## config.mk

```make
export PLATFORM = sky130hd
export DESIGN_NAME = profiler_frame_streamer
export DESIGN_NICKNAME = d
export VERILOG_FILES = /design/src/rtl/profiler_pkg.sv /design/src/rtl/profiler_interval_timer.sv /design/src/rtl/profiler_frame_streamer.sv
export SDC_FILE = /design/constraint.sdc
export NUM_CORES = 2
export LEC_CHECK = 0
export ABC_AREA = 1
export CAP_MARGIN = 20
export CORE_ASPECT_RATIO = 0.5
export CORE_MARGIN = 1.5
export CORE_UTILIZATION = 62
export CTS_BUF_LIST = sky130_fd_sc_hd__clkbuf_4 sky130_fd_sc_hd__clkbuf_8
export DETAILED_ROUTE_END_ITERATION = 12
export PLACE_DENSITY = 0.89
export SYNTH_ARGS = -nofsm -noshare
export SYNTH_HDL_FRONTEND = slang
export SYNTH_SLANG_ARGS = --single-unit
```

## constraint.sdc

```tcl
create_clock -name clk -period 26.2 [get_ports clk]
set_input_delay 5.24 -clock clk [delete_from_list [all_inputs] [get_ports clk]]
set_output_delay 5.24 -clock clk [all_outputs]
set_load 0.02 [all_outputs]
```

## src/rtl/profiler_pkg.sv

```systemverilog
// Shared definitions for the stall-profiler frame streamer.
//   COUNTER_W      : width of one cumulative event counter
//   DEFAULT_HEADER : frame start byte
//   frame_len(n)   : bytes in a frame carrying n counters (header, seq, 4n delta bytes, checksum)
//   state_t        : streamer FSM states
//   checksum_fold  : folds one frame byte into the running XOR checksum
package profiler_pkg;

  localparam int         COUNTER_W      = 32;
  localparam logic [7:0] DEFAULT_HEADER = 8'hA5;

  typedef enum logic [0:0] {
    IDLE = 1'b0,
    SEND = 1'b1
  } state_t;

  function automatic int frame_len(input int n);
    return 4 * n + 3;
  endfunction

  function automatic logic [7:0] checksum_fold(input logic [7:0] sum, input logic [7:0] data);
    return sum ^ data;
  endfunction

endpackage

```

## src/rtl/profiler_interval_timer.sv

```systemverilog
// Free-running sample interval timer.
//   clk, rst (async, active-high), enable : timer runs only while enable=1, cleared otherwise
//   tick                                  : high during the terminal-count cycle (count = SAMPLE_CYCLES-1)
module profiler_interval_timer #(
  parameter int SAMPLE_CYCLES = 1000000
) (
  input  logic clk,
  input  logic rst,
  input  logic enable,
  output logic tick
);

  localparam int             TW       = (SAMPLE_CYCLES > 1) ? $clog2(SAMPLE_CYCLES) : 1;
  localparam logic [TW-1:0]  TERMINAL = TW'(SAMPLE_CYCLES - 1);

  logic [TW-1:0] count;

  // Interval counter: 0..SAMPLE_CYCLES-1, wraps on terminal count, held at 0 while disabled.
  always_ff @(posedge clk or posedge rst) begin
    if (rst) begin
      count <= '0;
    end else if (!enable) begin
      count <= '0;
    end else if (count == TERMINAL) begin
      count <= '0;
    end else begin
      count <= count + TW'(1);
    end
  end

  // The terminal cycle is the one whose closing edge issues the periodic request.
  assign tick = enable && (count == TERMINAL);

endmodule

```

## src/rtl/profiler_frame_streamer.sv

```systemverilog
// Snapshots the cumulative stall counters, computes per-interval deltas and streams them as a
// checksummed byte frame: HEADER, seq, delta[0..N-1] big-endian, XOR checksum (out_last).
//   clk, rst (async, active-high)
//   enable        : profiling enable; low clears the delta baseline and the interval timer
//   counters_in   : flat counter vector, counter k at [32k+31:32k]
//   trigger       : one-cycle manual snapshot request
//   out_data/out_valid/out_last/out_ready : byte stream toward the host link
//   busy          : frame in progress
//   dropped_count : saturating count of requests that arrived while a frame was in progress
module profiler_frame_streamer
  import profiler_pkg::*;
#(
  parameter int         NUM_COUNTERS  = 9,
  parameter int         SAMPLE_CYCLES = 1000000,
  parameter logic [7:0] HEADER        = DEFAULT_HEADER
) (
  input  logic                              clk,
  input  logic                              rst,
  input  logic                              enable,
  input  logic [COUNTER_W*NUM_COUNTERS-1:0] counters_in,
  input  logic                              trigger,
  output logic [7:0]                        out_data,
  output logic                              out_valid,
  input  logic                              out_ready,
  output logic                              out_last,
  output logic                              busy,
  output logic [15:0]                       dropped_count
);

  localparam int         FRAME_LEN = frame_len(NUM_COUNTERS);
  localparam int         DW        = COUNTER_W * NUM_COUNTERS;
  localparam logic [7:0] LAST_IDX  = 8'(FRAME_LEN - 1);

  state_t          state;
  logic [7:0]      idx;
  logic [7:0]      checksum;
  logic [7:0]      seq;
  logic [DW-1:0]   prev;
  logic [DW-1:0]   delta;

  logic            tick;
  logic            request;
  logic            xfer;
  logic [7:0]      next_idx;
  logic [7:0]      next_sum;
  logic [7:0]      next_byte;

  // Byte `off` of the delta payload: counter off>>2, most significant byte first.
  function automatic logic [7:0] delta_byte(input logic [DW-1:0] d, input logic [7:0] off);
    int lo;
    logic [7:0] b;
    if (int'(off) >= 4 * NUM_COUNTERS) begin
      b = 8'h00;
    end else begin
      lo = COUNTER_W * int'(off >> 2) + 8 * (3 - int'(off & 8'd3));
      b  = d[lo +: 8];
    end
    return b;
  endfunction

  profiler_interval_timer #(
    .SAMPLE_CYCLES(SAMPLE_CYCLES)
  ) u_timer (
    .clk   (clk),
    .rst   (rst),
    .enable(enable),
    .tick  (tick)
  );

  // Periodic and manual requests merge into a single request per cycle.
  assign request  = (tick | trigger) & enable;
  assign xfer     = out_valid & out_ready;
  assign next_idx = idx + 8'd1;
  assign next_sum = checksum_fold(checksum, out_data);

  // Byte presented after the current one is accepted.
  always_comb begin
    next_byte = 8'h00;
    if (next_idx == 8'd1) begin
      next_byte = seq;
    end else if (next_idx == LAST_IDX) begin
      next_byte = next_sum;
    end else begin
      next_byte = delta_byte(delta, next_idx - 8'd2);
    end
  end

  // Snapshot datapath: deltas latch on an accepted request; the baseline follows the upstream clear.
  always_ff @(posedge clk or posedge rst) begin
    if (rst) begin
      prev  <= '0;
      delta <= '0;
    end else if (!enable) begin
      prev  <= '0;
    end else if ((state == IDLE) && request) begin
      for (int k = 0; k < NUM_COUNTERS; k++) begin
        delta[k*COUNTER_W +: COUNTER_W] <= counters_in[k*COUNTER_W +: COUNTER_W]
                                           - prev[k*COUNTER_W +: COUNTER_W];
      end
      prev <= counters_in;
    end
  end

  // Frame FSM with registered stream outputs; a request seen in SEND (even on the last byte) is dropped.
  always_ff @(posedge clk or posedge rst) begin
    if (rst) begin
      state         <= IDLE;
      idx           <= 8'd0;
      checksum      <= 8'h00;
      seq           <= 8'h00;
      out_data      <= 8'h00;
      out_valid     <= 1'b0;
      out_last      <= 1'b0;
      busy          <= 1'b0;
      dropped_count <= 16'h0000;
    end else begin
      if ((state == SEND) && request && (dropped_count != 16'hFFFF)) begin
        dropped_count <= dropped_count + 16'd1;
      end
      case (state)
        IDLE: begin
          if (request) begin
            state     <= SEND;
            idx       <= 8'd0;
            checksum  <= 8'h00;
            out_data  <= HEADER;
            out_valid <= 1'b1;
            out_last  <= 1'b0;
            busy      <= 1'b1;
          end
        end
        SEND: begin
          if (xfer) begin
            checksum <= next_sum;
            idx      <= next_idx;
            if (out_last) begin
              state     <= IDLE;
              out_data  <= 8'h00;
              out_valid <= 1'b0;
              out_last  <= 1'b0;
              busy      <= 1'b0;
              seq       <= seq + 8'd1;
            end else begin
              out_data <= next_byte;
              out_last <= (next_idx == LAST_IDX);
            end
          end
        end
        default: begin
          state     <= IDLE;
          out_valid <= 1'b0;
          out_last  <= 1'b0;
          busy      <= 1'b0;
        end
      endcase
    end
  end

endmodule

```

# Word level (Yosys, flattened, before mapping)
# Index checks and enable logic that the tools add are counted.
[word_totals] output_inout_bits=27 regBits=647 wordCells=78
[op_classes] order_cmp=1 add_sub_neg=16 muxes=28 n_shift=1 n_bitwise=5 n_reduce_logical=8 eq_ne=8
[op_table] operator="$mux W288" n=2
[op_table] operator="$shiftx A288 B13 Y8" n=1
[op_table] operator="$sub A32 B32 Y32" n=9
[op_table] operator="$mux W8" n=9
[op_table] operator="$pmux W8 S2" n=3
[op_table] operator="$mux W20" n=2
[op_table] operator="$add A20 B1 Y20 const B" n=1
[op_table] operator="$eq A20 B20 Y1 const B" n=1
[op_table] operator="$add A16 B1 Y16 const B" n=1
[op_table] operator="$add A8 B1 Y8 const B" n=2
[op_table] operator="$ne A16 B16 Y1 const B" n=1
[op_table] operator="$add A12 B6 Y13" n=1
[op_table] operator="$mux W1" n=9
[op_table] operator="$eq A8 B1 Y1 const B" n=1
[op_table] operator="$eq A8 B6 Y1 const B" n=1
[op_table] operator="$ge A8 B6 Y1 const B" n=1
[op_table] operator="$sub A8 B2 Y8 const B" n=1
[op_table] operator="$xor A8 B8 Y8" n=1
[op_table] operator="$pmux W1 S2" n=3
[op_table] operator="$reduce_and A3 Y1" n=2
[op_table] operator="$logic_and A1 B1 Y1" n=4
[op_table] operator="$ne A2 B1 Y1 const B" n=2
[op_table] operator="$ne A2 B2 Y1 const B" n=2
[op_table] operator="$reduce_and A2 Y1" n=2
[op_table] operator="4 further kinds" n=5

# Depth between registers and ports, before layout
[logic_depth] word_depth=11 ltp_mapped=24 depth_no_buf=17

# Hierarchy
# A second synthesis with hierarchy kept.
[hier_totals] hier_cells=6794 area_unflattened_um2=46188.0
[modules_own_cells] mod="profiler_frame_streamer" instances=1 area_each_um2=45024.4 seq_area_each_um2=15690.0 cells_each=6645
[modules_own_cells] mod="profiler_interval_timer" instances=1 area_each_um2=1163.6 seq_area_each_um2=500.5 cells_each=149

# Least setup slack after synthesis
# OpenSTA, ideal clock, no wires.
[synth_path] path_type="input port to flip-flop" start="input counters_in[96]" end="register delta[120]" cell_stages=12 setup_time_ps=131 arrival_ps=6976 path_slack_ps=19093 required_ps=26069 path_cell_list="inv_1 > ha_1 > fa_1 > nand3b_1 > nand2_1 > a21boi_0 > o21ai_0 > nand3_1 > nand3_1 > nand2_1 > nand3_1 > o21ai_0"
[synth_via] elab_chain_len=1
[synth_rtl] element="from (decl)" line="profiler_frame_streamer.sv:20" rtl="input logic [COUNTER_W*NUM_COUNTERS-1:0] counters_in,"
[synth_rtl] element="$sub A32 B32 Y32" line="profiler_frame_streamer.sv:98" rtl="- prev[k*COUNTER_W +: COUNTER_W];"
[synth_rtl] element="to (signal, indexed assignment)" line="profiler_frame_streamer.sv:97" rtl="delta[k*COUNTER_W +: COUNTER_W] <= counters_in[k*COUNTER_W +: COUNTER_W]"
[synth_rtl] element="to (decl)" line="profiler_frame_streamer.sv:39" rtl="logic [DW-1:0] delta;"
# Every way passes these cells.
# A chain may end at the register's enable or synchronous reset.

# Final worst setup path
[layout_path] start="input trigger" end="register delta[37]"
[layout_via] elab_chain_len=4
[layout_rtl] element="from (decl)" line="profiler_frame_streamer.sv:21" rtl="input logic trigger,"
[layout_rtl] element="$or A1 B1 Y1" line="profiler_frame_streamer.sv:71" rtl="assign request = (tick | trigger) & enable;"
[layout_rtl] element="$and A1 B1 Y1" line="profiler_frame_streamer.sv:71"
[layout_rtl] element="$logic_and A1 B1 Y1" line="profiler_frame_streamer.sv:95" rtl="end else if ((state == IDLE) && request) begin"
[layout_rtl] element="$reduce_and A2 Y1 (no source line)"
# Every way passes these cells.

==> impl_metrics.ini <==
[pwr]
switching_share = 0.2881
seq_power_share = 0.439
p_sw_w = 0.0006640
p_int_w = 0.001641
peakVddDrop_uv = 33.37
total_leakage_power_nw = 24.63
powerDensity_nw_per_um2 = 44.07
comb_power_share = 0.160
clkPwrFrac = 0.402

[sta]
drv_slew = 0
fin_tns_setup_ps = 0
setup_viol = 0
fin_crit_ps = 8401
tightestPinTransition_ps = 1271
rsz0062_at_grt = false
timing.slew.headroom = 0.1529
hold_viol = 0
max_freq_mhz = 119.0
min_period_over_period = 0.3206
finClkSkew_ps = 29.48

[finish]
layout_commonest_cell = nand2_1
fin_nets = 7655
instances_no_fill = 8143
syn_to_final_growth_pct = 12.08
post-route-util = 0.7092
final_cell_mix = 1800 x nand2_1, 1043 x inv_1, 753 x o21ai_0
drive_gt1_frac = 0.03715

[status]
status = finished clean

[clock_tree]
htreeDepth = 3
ctsResizeCount = 0
cts_sinks = 647
cts_max_path_buffers = 3
postCtsHoldBufs = 0
post-cts-setup-buffers = 0
clk_latency_ps = 800
cts_tree = built
path_clk_slew_ps = 70
cts_made_buffers = 97
clockRootBuffer = clkbuf_8

[synth]
synth_area_leader_cell = dfrtp_1
yosys_register_bits = 647
synth-async-reset-ratio = 1.000
yosysWarnings = 0
ys_dominant_reg_cell = dfrtp_1
avgSynthCellArea_um2 = 6.841
syn_area_um2 = 46660
syn-num-nets = 7409
synthTopCellsByArea = dfrtp_1 35%, nand2_1 14%, inv_1 8.4%, o21ai_0 8.1%, ha_1 7.7%
ys_seq_area_frac = 0.3470
syn_inst = 6821
synth-edff-count = 0
netlist.area_leader.share = 0.3470
synthDistinctLibCells = 45

[drt]
via_per_inst = 5.604
drc = 0
drtIter0Drc = 4385
wire_per_inst_um = 16.22
route.vias.total = 45640
wl_um = 132100
dr.pass1.iters = 7
ant_nets = 0

[min_path]
hp-start = u_timer.count[0]
hold_path.class = flip-flop to flip-flop
hold_path_depth = 1

[critical_path]
end_kind = flip-flop
ff2ff_path_depth = 12
slowest_delay_ps = 880
worst_path_most_repeated_cell = o21ai_0
startpoint_type = primary input
worstSetupPathDepth = 10
critPathBufInv = 5
critical_path_peak_fanout = 288
crit_family = buffers and inverters
crit_required_ps = 26890
arrival_ps = 9090
path_class = primary input to flip-flop
slowest_stage = buf_4
rr_startpoint = u_timer.count[0]
cp-startpoint = trigger
path_cells = clkdlybuf4s50_1 > inv_1 > nand2_1 > nand2_2 > clkinv_2 > nand2_8 > inv_16 > buf_4 > o21ai_0 > o21ai_0

[global_route]
grt_max_degree = 289
grt_pass1_wl_um = 215500
antenna_found_initial = 1
grt_pass1_vias = 43160
grt.overflow.total = 0
track_usage = 0.3425

[placement]
place_inst = 7975
dpl.hpwl_um = 96750
gp_congestion = 1.016
portBuffers = 319

[floorplanning]
die_x_um = 391.0
fp.coreArea_um2 = 73750
ioPinCount = 320
rows = 70
dieHeight_um = 197.0
initial_core_util = 0.6327
fp.dieArea_um2 = 77010

[flow_run]
maxCapViolations = 0
## metal layers
layer | track usage | vias to the layer above | routed length (um)
li1 | - | 22450 | -
met1 | 0.4688 | 21090 | 58110
met2 | 0.5588 | 1789 | 60440
met3 | 0.05062 | 302 | 9444
met4 | 0.1140 | 0 | 4091
met5 | 0 | - | 0
## per-stage QoR
stage / cell area [um^2] / total power (W) / hold slack (ps) / worst slack, ps
final: 52300 / 0.002305 / 457.7 / 17800
after global routing: 52300 / 0.002393 / 474.8 / 17480
after CTS: 52270 / 0.002306 / 456.8 / 17930
after detailed placement: 50190 / 0.001389 / 447.9 / 17100
after global placement: 50190 / 0.001387 / 448.8 / 17270
after floorplan: 46660 / 0.001252 / 424.4 / 2833
## worst paths after layout
path	endpoint	slack, ps
setup / recovery	delta[37]	17800
hold / removal	u_timer.count[0]	460
setup reg to reg	delta[37]	21780
hold reg to reg	u_timer.count[0]	460
max in group asynchronous	delta[65]	18340
min in group asynchronous	prev[173]	5000
## state kept, by name, indices dropped and copies added (netlist names)
signal / count
busy: 1
checksum: 8
delta: 288
dropped_count: 16
idx: 8
out_data: 8
out_last: 1
prev: 288
seq: 8
state: 1
u_timer.count: 20
## synthesized netlist by cell type, types with 17 or more instances
cell type / instances
nand2_1: 1800
inv_1: 1044
o21ai_0: 753
dfrtp_1: 647
nor2_1: 568
nand3_1: 471
a21oi_1: 378
ha_1: 286
xor2_1: 112
nand4_1: 103
o21ai_1: 77
nor3_1: 70
buf_2: 68
nand3b_1: 57
clkbuf_1: 49
buf_4: 48
xnor2_1: 47
o21bai_1: 34
or2_2: 33
o21a_1: 27
a21boi_0: 24
buf_6: 21
a21o_1: 17
## power groups by stage
stage          clock, W  combinational (W)  sequential (W)
3_3_place_gp          0           0.000357         0.00103
5_1_grt        0.000974           0.000407         0.00101
3_5_place_dp          0           0.000360         0.00103
4_1_cts        0.000932           0.000363         0.00101
6_report       0.000925           0.000368         0.00101
2_1_floorplan         0           0.000216         0.00104
## final cells by class
cell class                 count  area [um^2]
timing repair buffer         339         3396
sequential                   647        16190
inverter                    1051         3973
antenna                        1        2.502
clock inverter                19        226.5
fill                        6214        21450
clock buffer                 147         1848
tap                         1008         1261
multi-input combinational   4931        25400
## kinds of logic after synthesis
group	share of synthesized area
simple gates	0.2815
compound gates	0.1520
buf+inv	0.1091
flops	0.3470
fa+ha+maj	0.08055
xor+xnor	0.02985
No activity file was read; power rests on OpenSTA's default activity.
